[src/rtl/tt_tokens_pkg.sv]
// tt_tokens_pkg: shared token types and default widths for the network and its event transmitter
package tt_tokens_pkg;
  typedef enum logic [2:0] {IDLE, SETUP_ID, REQ_ID, REL_ID, SETUP_TS, REQ_TS, REL_TS} tx_state_t;
  localparam logic ID_MARKER = 1'b1;
  localparam int DEF_ID_WIDTH = 7;
  localparam int DEF_TS_WIDTH = 8;
  localparam int DEF_DEPTH = 4;
endpackage

[src/rtl/event_fifo.sv]
// event_fifo: power-of-two FIFO with same-cycle push+pop, head visible on dout
module event_fifo #(
  parameter int WIDTH = 8,
  parameter int DEPTH = 4
) (
  input  logic             clk,
  input  logic             rst,
  input  logic             push,
  input  logic             pop,
  input  logic [WIDTH-1:0] din,
  output logic [WIDTH-1:0] dout,
  output logic             full,
  output logic             empty
);
  localparam int AW = $clog2(DEPTH);
  logic [WIDTH-1:0] mem [DEPTH];
  logic [AW-1:0] wr_ptr, rd_ptr;
  logic [AW:0] count;
  always_ff @(posedge clk)
    if (push) mem[wr_ptr] <= din;
  always_ff @(posedge clk or posedge rst)
    if (rst) begin
      wr_ptr <= '0;
      rd_ptr <= '0;
      count <= '0;
    end else begin
      wr_ptr <= wr_ptr + AW'(push);
      rd_ptr <= rd_ptr + AW'(pop);
      count <= count + (AW+1)'(push) - (AW+1)'(pop);
    end
  assign dout = mem[rd_ptr];
  assign full = count == (AW+1)'(DEPTH);
  assign empty = count == '0;
endmodule

[src/rtl/event_tx.sv]
// event_tx: buffers network events and ships them as bytes over a 4-phase req/ack link
// Define EVENT_TX_TIMESTAMP_EN to append a tick-counter timestamp byte to every event.
module event_tx
  import tt_tokens_pkg::*;
#(
  parameter int ID_WIDTH = DEF_ID_WIDTH,
  parameter int DEPTH = DEF_DEPTH,
  parameter int TS_WIDTH = DEF_TS_WIDTH
) (
  input  logic                clk,
  input  logic                rst,
  input  logic                ev_valid,
  input  logic [ID_WIDTH-1:0] ev_id,
  input  logic                tick,
  output logic [7:0]          tx_data,
  output logic                tx_req,
  input  logic                tx_ack,
  output logic                fifo_full,
  output logic [7:0]          drop_cnt
);
`ifdef EVENT_TX_TIMESTAMP_EN
  localparam int EW = TS_WIDTH + ID_WIDTH;
  localparam bit TS_EN = 1'b1;
`else
  localparam int EW = ID_WIDTH;
  localparam bit TS_EN = 1'b0;
`endif
  tx_state_t state, state_n;
  logic ack_m, ack_s, push, pop, empty;
  logic [EW-1:0] din, head;
  logic [7:0] id_byte, ts_byte;
  assign push = ev_valid && (!fifo_full || pop);
  assign id_byte = {ID_MARKER, 7'(head[ID_WIDTH-1:0])};
`ifdef EVENT_TX_TIMESTAMP_EN
  logic [TS_WIDTH-1:0] ts_cnt, ts_q;
  always_ff @(posedge clk or posedge rst)
    if (rst) begin
      ts_cnt <= '0;
      ts_q <= '0;
    end else begin
      ts_cnt <= ts_cnt + TS_WIDTH'(tick);
      if (pop) ts_q <= head[EW-1:ID_WIDTH];
    end
  assign din = {ts_cnt, ev_id};
  assign ts_byte = 8'(ts_q);
`else
  logic [TS_WIDTH-1:0] unused_tick;
  assign unused_tick = {TS_WIDTH{tick}};
  assign din = ev_id;
  assign ts_byte = 8'h00;
`endif
  event_fifo #(.WIDTH(EW), .DEPTH(DEPTH)) u_fifo (
    .clk(clk), .rst(rst), .push(push), .pop(pop), .din(din),
    .dout(head), .full(fifo_full), .empty(empty)
  );
  always_comb begin
    state_n = state;
    pop = 1'b0;
    case (state)
      IDLE:     state_n = (!empty && !ack_s) ? SETUP_ID : IDLE;
      SETUP_ID: state_n = REQ_ID;
      REQ_ID: begin
        pop = ack_s;
        state_n = ack_s ? REL_ID : REQ_ID;
      end
      REL_ID:   state_n = ack_s ? REL_ID : (TS_EN ? SETUP_TS : IDLE);
      SETUP_TS: state_n = REQ_TS;
      REQ_TS:   state_n = ack_s ? REL_TS : REQ_TS;
      REL_TS:   state_n = ack_s ? REL_TS : IDLE;
      default:  state_n = IDLE;
    endcase
  end
  // tx_data loads on entry to SETUP_* so it is settled a full cycle before req rises
  always_ff @(posedge clk or posedge rst)
    if (rst) begin
      ack_m <= 1'b0;
      ack_s <= 1'b0;
      state <= IDLE;
      tx_req <= 1'b0;
      tx_data <= 8'h00;
      drop_cnt <= 8'h00;
    end else begin
      ack_m <= tx_ack;
      ack_s <= ack_m;
      state <= state_n;
      tx_req <= state_n == REQ_ID || state_n == REQ_TS;
      tx_data <= state_n == SETUP_ID ? id_byte : state_n == SETUP_TS ? ts_byte : tx_data;
      drop_cnt <= drop_cnt + 8'(ev_valid && !push && drop_cnt != 8'hFF);
    end
endmodule
[config.mk]
export PLATFORM = sky130hd
export DESIGN_NAME = event_tx
export DESIGN_NICKNAME = d
export VERILOG_FILES = /design/src/rtl/tt_tokens_pkg.sv /design/src/rtl/event_fifo.sv /design/src/rtl/event_tx.sv
export SDC_FILE = /design/constraint.sdc
export NUM_CORES = 1
export LEC_CHECK = 0
export ABC_CLOCK_PERIOD_IN_PS = 1900
export CORE_MARGIN = 1
export CORE_UTILIZATION = 28
export DETAILED_ROUTE_END_ITERATION = 10
export HOLD_SLACK_MARGIN = 0.06
export SETUP_SLACK_MARGIN = 0.15
export SLEW_MARGIN = 30
export SYNTH_ARGS = -nofsm -noshare
export SYNTH_HDL_FRONTEND = slang
export SYNTH_SLANG_ARGS = --single-unit
[constraint.sdc]
create_clock -name clk -period 1.9 [get_ports clk]
set_input_delay 0.57 -clock clk [delete_from_list [all_inputs] [get_ports clk]]
set_output_delay 0.57 -clock clk [all_outputs]
set_load 0.02 [all_outputs]
* Word level (Yosys, flattened, before mapping)
Memories as Yosys holds them, arrays and structs flattened. A register that Yosys moved wholly into a read port is not among the register bits.
Index checks and enable logic that the tools add are counted.
** Operators by class
- Reductions and logical operators :: 13
- Add/subtract/negate cells :: 5
- Mux-type cells :: 11
- Equality and inequality tests :: 12
** Operators with widths (number)
- one-hot mux 3 bit (7 select lines) :: 1
- equality test 3 bit (second input constant) :: 6
- 2-to-1 mux 8 bit :: 2
- equality test 3 x 2 -> 1 bit (second input constant) :: 3
- adder 8 x 1 -> 8 bit :: 1
- != test 8 bit (second input constant) :: 1
- equality test 3 x 1 -> 1 bit (second input constant) :: 2
- logical NOT 3 bit :: 2
- 2-to-1 mux 1 bit :: 5
- adder 2 x 1 -> 2 bit :: 2
- logical AND 1 bit :: 4
- logical NOT 1 bit :: 4
- 2-to-1 mux 2 bit :: 2
- adder 3 x 1 -> 3 bit :: 1
- 2-to-1 mux 3 bit :: 1
- subtractor 3 x 1 -> 3 bit :: 1
- logical OR 1 bit :: 2
- nonzero test 2 bit :: 1
** Storage, ports and cells
- Register bits :: 29
- RAM bits :: 28
- Output and inout port bits :: 18
- Memories :: 1
- Logic and storage cells :: 51
- Input bits :: 12
** Memory list
- u_fifo.mem :: words 4, bits a word 7, read ports 1, clocked after Yosys merged registers in 1, write ports 1, line event_fifo.sv:16 : logic [WIDTH-1:0] mem [DEPTH];

* Longest topological paths before layout
- Word-level depth :: 8
- Gate-level depth with buffers :: 10
- Depth with buffers taken out :: 9

* Cells and area by module
From an unflattened synthesis, not the netlist that was laid out.
** Unflattened totals
- Cell total of the unflattened synthesis :: 136
- Area, all modules :: 2304.7 um^2
** By module, submodules not included
- event_fifo :: cells each 63, area each 1362.6 um^2, instances 1, seq. area each 1016.0 um^2
- event_tx :: cells each 73, area each 942.2 um^2, instances 1, seq. area each 550.5 um^2

* Least setup slack after synthesis
Ideal clock, no wire load.
- Path kind :: register -> register
- Start point :: reg u_fifo.count[1]
- End point :: reg drop_cnt[4]
- Data arrival time :: 2.013 ns
- Data required time :: 1.771 ns
- Setup time :: 0.129 ns
- Path buffers :: 0
- Cell stages (with the launch flop) :: 8
- Slack :: -0.242 ns
- Period minus slack after synthesis :: 2.142 ns
- Path through :: dfrtp_1 -> nor3b_1 -> nand3_1 -> a31oi_1 -> ha_1 -> ha_1 -> nand3_1 -> xnor2_1
** Between the ends
- Cells in the longest elaborated chain, start to end :: 8
** Ends and longest elaborated chain
- start: declaration :: line event_fifo.sv:18 : logic [AW:0] count;
- start signal: assignment :: line event_fifo.sv:29 : count <= count + (AW+1)'(push) - (AW+1)'(pop);
- equality test 3 bit :: line event_fifo.sv:32 : assign full = count == (AW+1)'(DEPTH);
- via fifo_full :: line event_tx.sv:18 : output logic fifo_full,
- logical NOT 1 bit :: line event_tx.sv:32 : assign push = ev_valid && (!fifo_full || pop);
- logical OR 1 bit :: line event_tx.sv:32
- logical AND 1 bit :: line event_tx.sv:32
- logical NOT 1 bit :: line event_tx.sv:88 : drop_cnt <= drop_cnt + 8'(ev_valid && !push && drop_cnt != 8'hFF);
- logical AND 1 bit (2 in series) :: line event_tx.sv:88
- adder 8 x 1 -> 8 bit :: line event_tx.sv:88
- end signal: assignment :: line event_tx.sv:88
- end: declaration :: line event_tx.sv:19 : output logic [7:0] drop_cnt
The timed path passes the listed nets, and every way through them passes these cells.
A chain may end at the register's enable or synchronous reset.

* Worst setup path in the final report
- Start point :: reg state[0]
- End point :: reg u_fifo.count[2]
** Between the ends
- Cells in the longest elaborated chain, start to end :: 6
** Ends and longest elaborated chain
- start: declaration :: line event_tx.sv:28 : tx_state_t state, state_n;
- start signal: assignment :: line event_tx.sv:85 : state <= state_n;
- equality test 3 x 2 -> 1 bit (*) :: line event_tx.sv:59 : case (state)
- 2-to-1 mux 1 bit (*) :: line event_tx.sv:59
- logical OR 1 bit :: line event_tx.sv:32
- logical AND 1 bit :: line event_tx.sv:32
- adder 3 x 1 -> 3 bit :: line event_fifo.sv:29
- subtractor 3 x 1 -> 3 bit (*) :: line event_fifo.sv:29
Mark *: on every way between the ends. The rest lies on a longest branch, timed or not.

==> impl_metrics.py <==
metrics = {
    "min_path": {
        "hold_path.startpoint": "ack_m$_DFF_PP0_",
        "holdPathEnd": "ack_s$_DFF_PP0_",
        "min_path_cells": 0,
        "min_path_type": "reg2reg",
    },
    "place": {
        "dp_hpwl_mm": 2.673,
        "place_area_um2": 2893,
        "post-place-cells": 283,
        "gp_congestion": 0.6806,
        "portBuffers": 28,
    },
    "route": {
        "dr.pass1.iters": 4,
        "wirelength_mm": 4.036,
        "antenna_left": 0,
        "drc": 0,
        "vias": 1329,
        "drtIter0Drc": 21,
        "viasPerCell": 4.329,
        "wl_per_cell_um": 13.15,
    },
    "timing": {
        "worst_hold_slack_ns": 0.3487,
        "worstMarginPinSlew_ns": 0.4816,
        "final-hold-violation-count": 0,
        "rsz0062_at_grt": "true",
        "min_period_over_period_pct": 99.83,
        "setup_viol": 0,
        "skew_ns": 0.009085,
        "tns_ns": 0,
        "timing.slew.headroom_pct": 67.90,
        "maxSlewViolCount": 0,
        "max_freq_mhz": 527.2,
        "layout_min_cycle_time_ns": 1.897,
    },
    "clock_network": {
        "ctsHoldBuffers": 0,
        "numCtsBuffers": 9,
        "root_buffer": "clkbuf_8",
        "cts_tree": "built",
        "cts.path.max_buffers": 2,
        "clk_pin_slew_worst_paths_ns": 0.07,
        "cts_sinks": 57,
        "clk-insertion-delay-late_ns": 0.33,
        "h-tree-depth": 3,
    },
    "layout": {
        "antenna_cells": 0,
        "finalNonFillerCells": 307,
        "nets": 219,
        "nFillCells": 712,
        "fin_util_pct": 43.00,
        "drive_above_1_share_pct": 45.37,
        "stdcell_area_um2": 3392,
        "area_growth_syn_to_layout_pct": 44.90,
    },
    "worst_setup_path": {
        "end_kind": "register",
        "crit_type": "reg2reg",
        "cp-start-kind": "register",
        "r2r_end": "u_fifo.count[2]$_DFF_PP0_",
        "worstRegToRegCells": 8,
        "cp_max_fo": 2,
        "cp.required_ns": 2.12,
        "reg2reg_from": "state[0]$_DFF_PP0_",
        "arrival_ns": 2.12,
        "reg2reg_slack_ns": 0.003,
    },
    "grt": {
        "grt_max_degree": 30,
        "grt_pass1_vias": 1332,
        "grt_pass1_wl_mm": 6.596,
        "grtUsageTotal_pct": 10.24,
        "grt_overflow": 0,
        "grt_antenna_before_repair": 0,
    },
    "synth": {
        "synthDistinctLibCells": 37,
        "synth-edff-count": 28,
        "synth_nets": 157,
        "syn_inst": 138,
        "ys_seq_area_share_pct": 66.92,
        "synth_area_leader_cell": "edfxtp_1",
        "syn-cell-area_um2": 2341,
        "synth.most_common_cell": "dfrtp_1",
        "synth_top_area_share_pct": 35.92,
        "ys_top_cells_by_count": "29 x dfrtp_1, 28 x edfxtp_1",
        "yosysWarnings": 0,
        "ys_top_cells_by_area": "edfxtp_1 36%, dfrtp_1 31%, mux4_2 6.7%",
        "synth_seq_cells": 57,
        "synthArstFlopShare_pct": 50.88,
        "synth_top_flop_cell": "dfrtp_1",
        "synth.avg_cell_area_um2": 16.96,
    },
    "floorplanning": {
        "io_pins": 30,
        "fp.dieW_um": 93.44,
        "dieArea_um2": 8730,
        "core.rowCount": 32,
        "dieHeight_um": 93.44,
        "coreArea_um2": 7888,
        "start_util_pct": 29.68,
    },
    "run_status": {
        "outcome": "finished, final reports clean",
    },
    "power": {
        "power_density_nw_per_um2": 1482,
        "p_leak_nw": 1.375,
        "peakVddDrop_uv": 512.5,
    },
    "run": {
        "max_cap_viol_count": 0,
    },
}
## worst max-delay path, stage by stage (launching register included)
cell and delay [ns]:
dfrtp_1 0.40, nand4bb_4 0.25, buf_6 0.15, a21boi_4 0.17, ha_4 0.15, inv_2 0.03
fa_2 0.37, xnor2_2 0.15, xnor2_1 0.12
## how the worst max path moves through the flow
stage	depth (start not counted)	to	from	slack, ns
after CTS	8	u_fifo.count[2]$_DFF_PP0_	state[2]$_DFF_PP0_	-0.02
after global routing	9	u_fifo.count[2]$_DFF_PP0_	state[0]$_DFF_PP0_	-0.07
final	8	u_fifo.count[2]$_DFF_PP0_	state[0]$_DFF_PP0_	0.003
after detailed placement	7	u_fifo.count[2]$_DFF_PP0_	ev_valid	-0.34
after floorplan	10	u_fifo.count[2]$_DFF_PP0_	state[0]$_DFF_PP0_	-0.06
after global placement	7	u_fifo.count[2]$_DFF_PP0_	ev_valid	-0.31
## per-layer routing
layer | track usage (%) | wire (um) | vias to the layer above
li1 | - | - | 640
met1 | 12.75 | 1777 | 655
met2 | 15.44 | 1998 | 24
met4 | 6.410 | 117 | 0
met5 | 0 | 0 | -
met3 | 3.171 | 142 | 10
## repair_timing
item / in CTS / in global routing
endpoints found under the setup margin: 58 / 46
gates resized for setup: 54 / 21
cloned: 0 / 1
pin swaps: 11 / 13
setup buffers: 5 / 2
## layout by cell type, fill, tap and decap left out, drive strengths merged, types with 6 or more instances in the layout
master,netlist,routed
dfrtp,29,29
buf,3,29
edfxtp,28,28
dlygate4sd2,0,16
clkbuf,2,10
clkdlybuf4s50,0,10
inv,7,8
mux4,7,7
mux2,7,7
xnor2,7,7
nand3,7,7
ha,6,6
## cell type report
class	instances	area [um^2]	area share, %
Clock buffer	10	137.6	4.058
Clock inverter	6	90.09	2.656
Inverter	7	26.28	0.7746
Multi-Input combinational cell	69	904.6	26.67
Sequential cell	57	1569	46.26
Tap cell	102	127.6	3.762
Timing Repair Buffer	56	536.8	15.82
## where the power goes
part / leakage [nW] / switching, mW / internal, mW
registers: 0.607 / 0.312 / 1.66
clock network: 0.113 / 0.501 / 0.778
logic: 0.655 / 0.757 / 1.01
total: 1.37 / 1.57 / 3.46
## stage by stage
| stage | power, mW | setup slack (ns) |
|---|---|---|
| finish | 5.027 | 0.003256 |
| global route | 5.319 | -0.06725 |
| CTS | 5.010 | -0.02266 |
| detailed placement | 3.546 | -0.3393 |
| global placement | 3.492 | -0.3075 |
| floorplan | 2.919 | -0.05932 |
## flip-flops by register name, indices dropped and copies added (netlist names)
name and flops:
u_fifo.mem 28, tx_data 8, drop_cnt 8, state 3, u_fifo.count 3, u_fifo.rd_ptr 2, tx_req 1, ack_m 1
u_fifo.wr_ptr 2, ack_s 1
## cells by family after synthesis
group	Yosys count	synth area share (%)
buf+inv	12	2.298
mux	14	11.22
flops	57	66.92
compound gates	8	3.528
fa+ha+maj	7	4.062
xor+xnor	10	3.742
simple gates	30	8.232
Note: power is estimated with default switching activity, not from simulation.
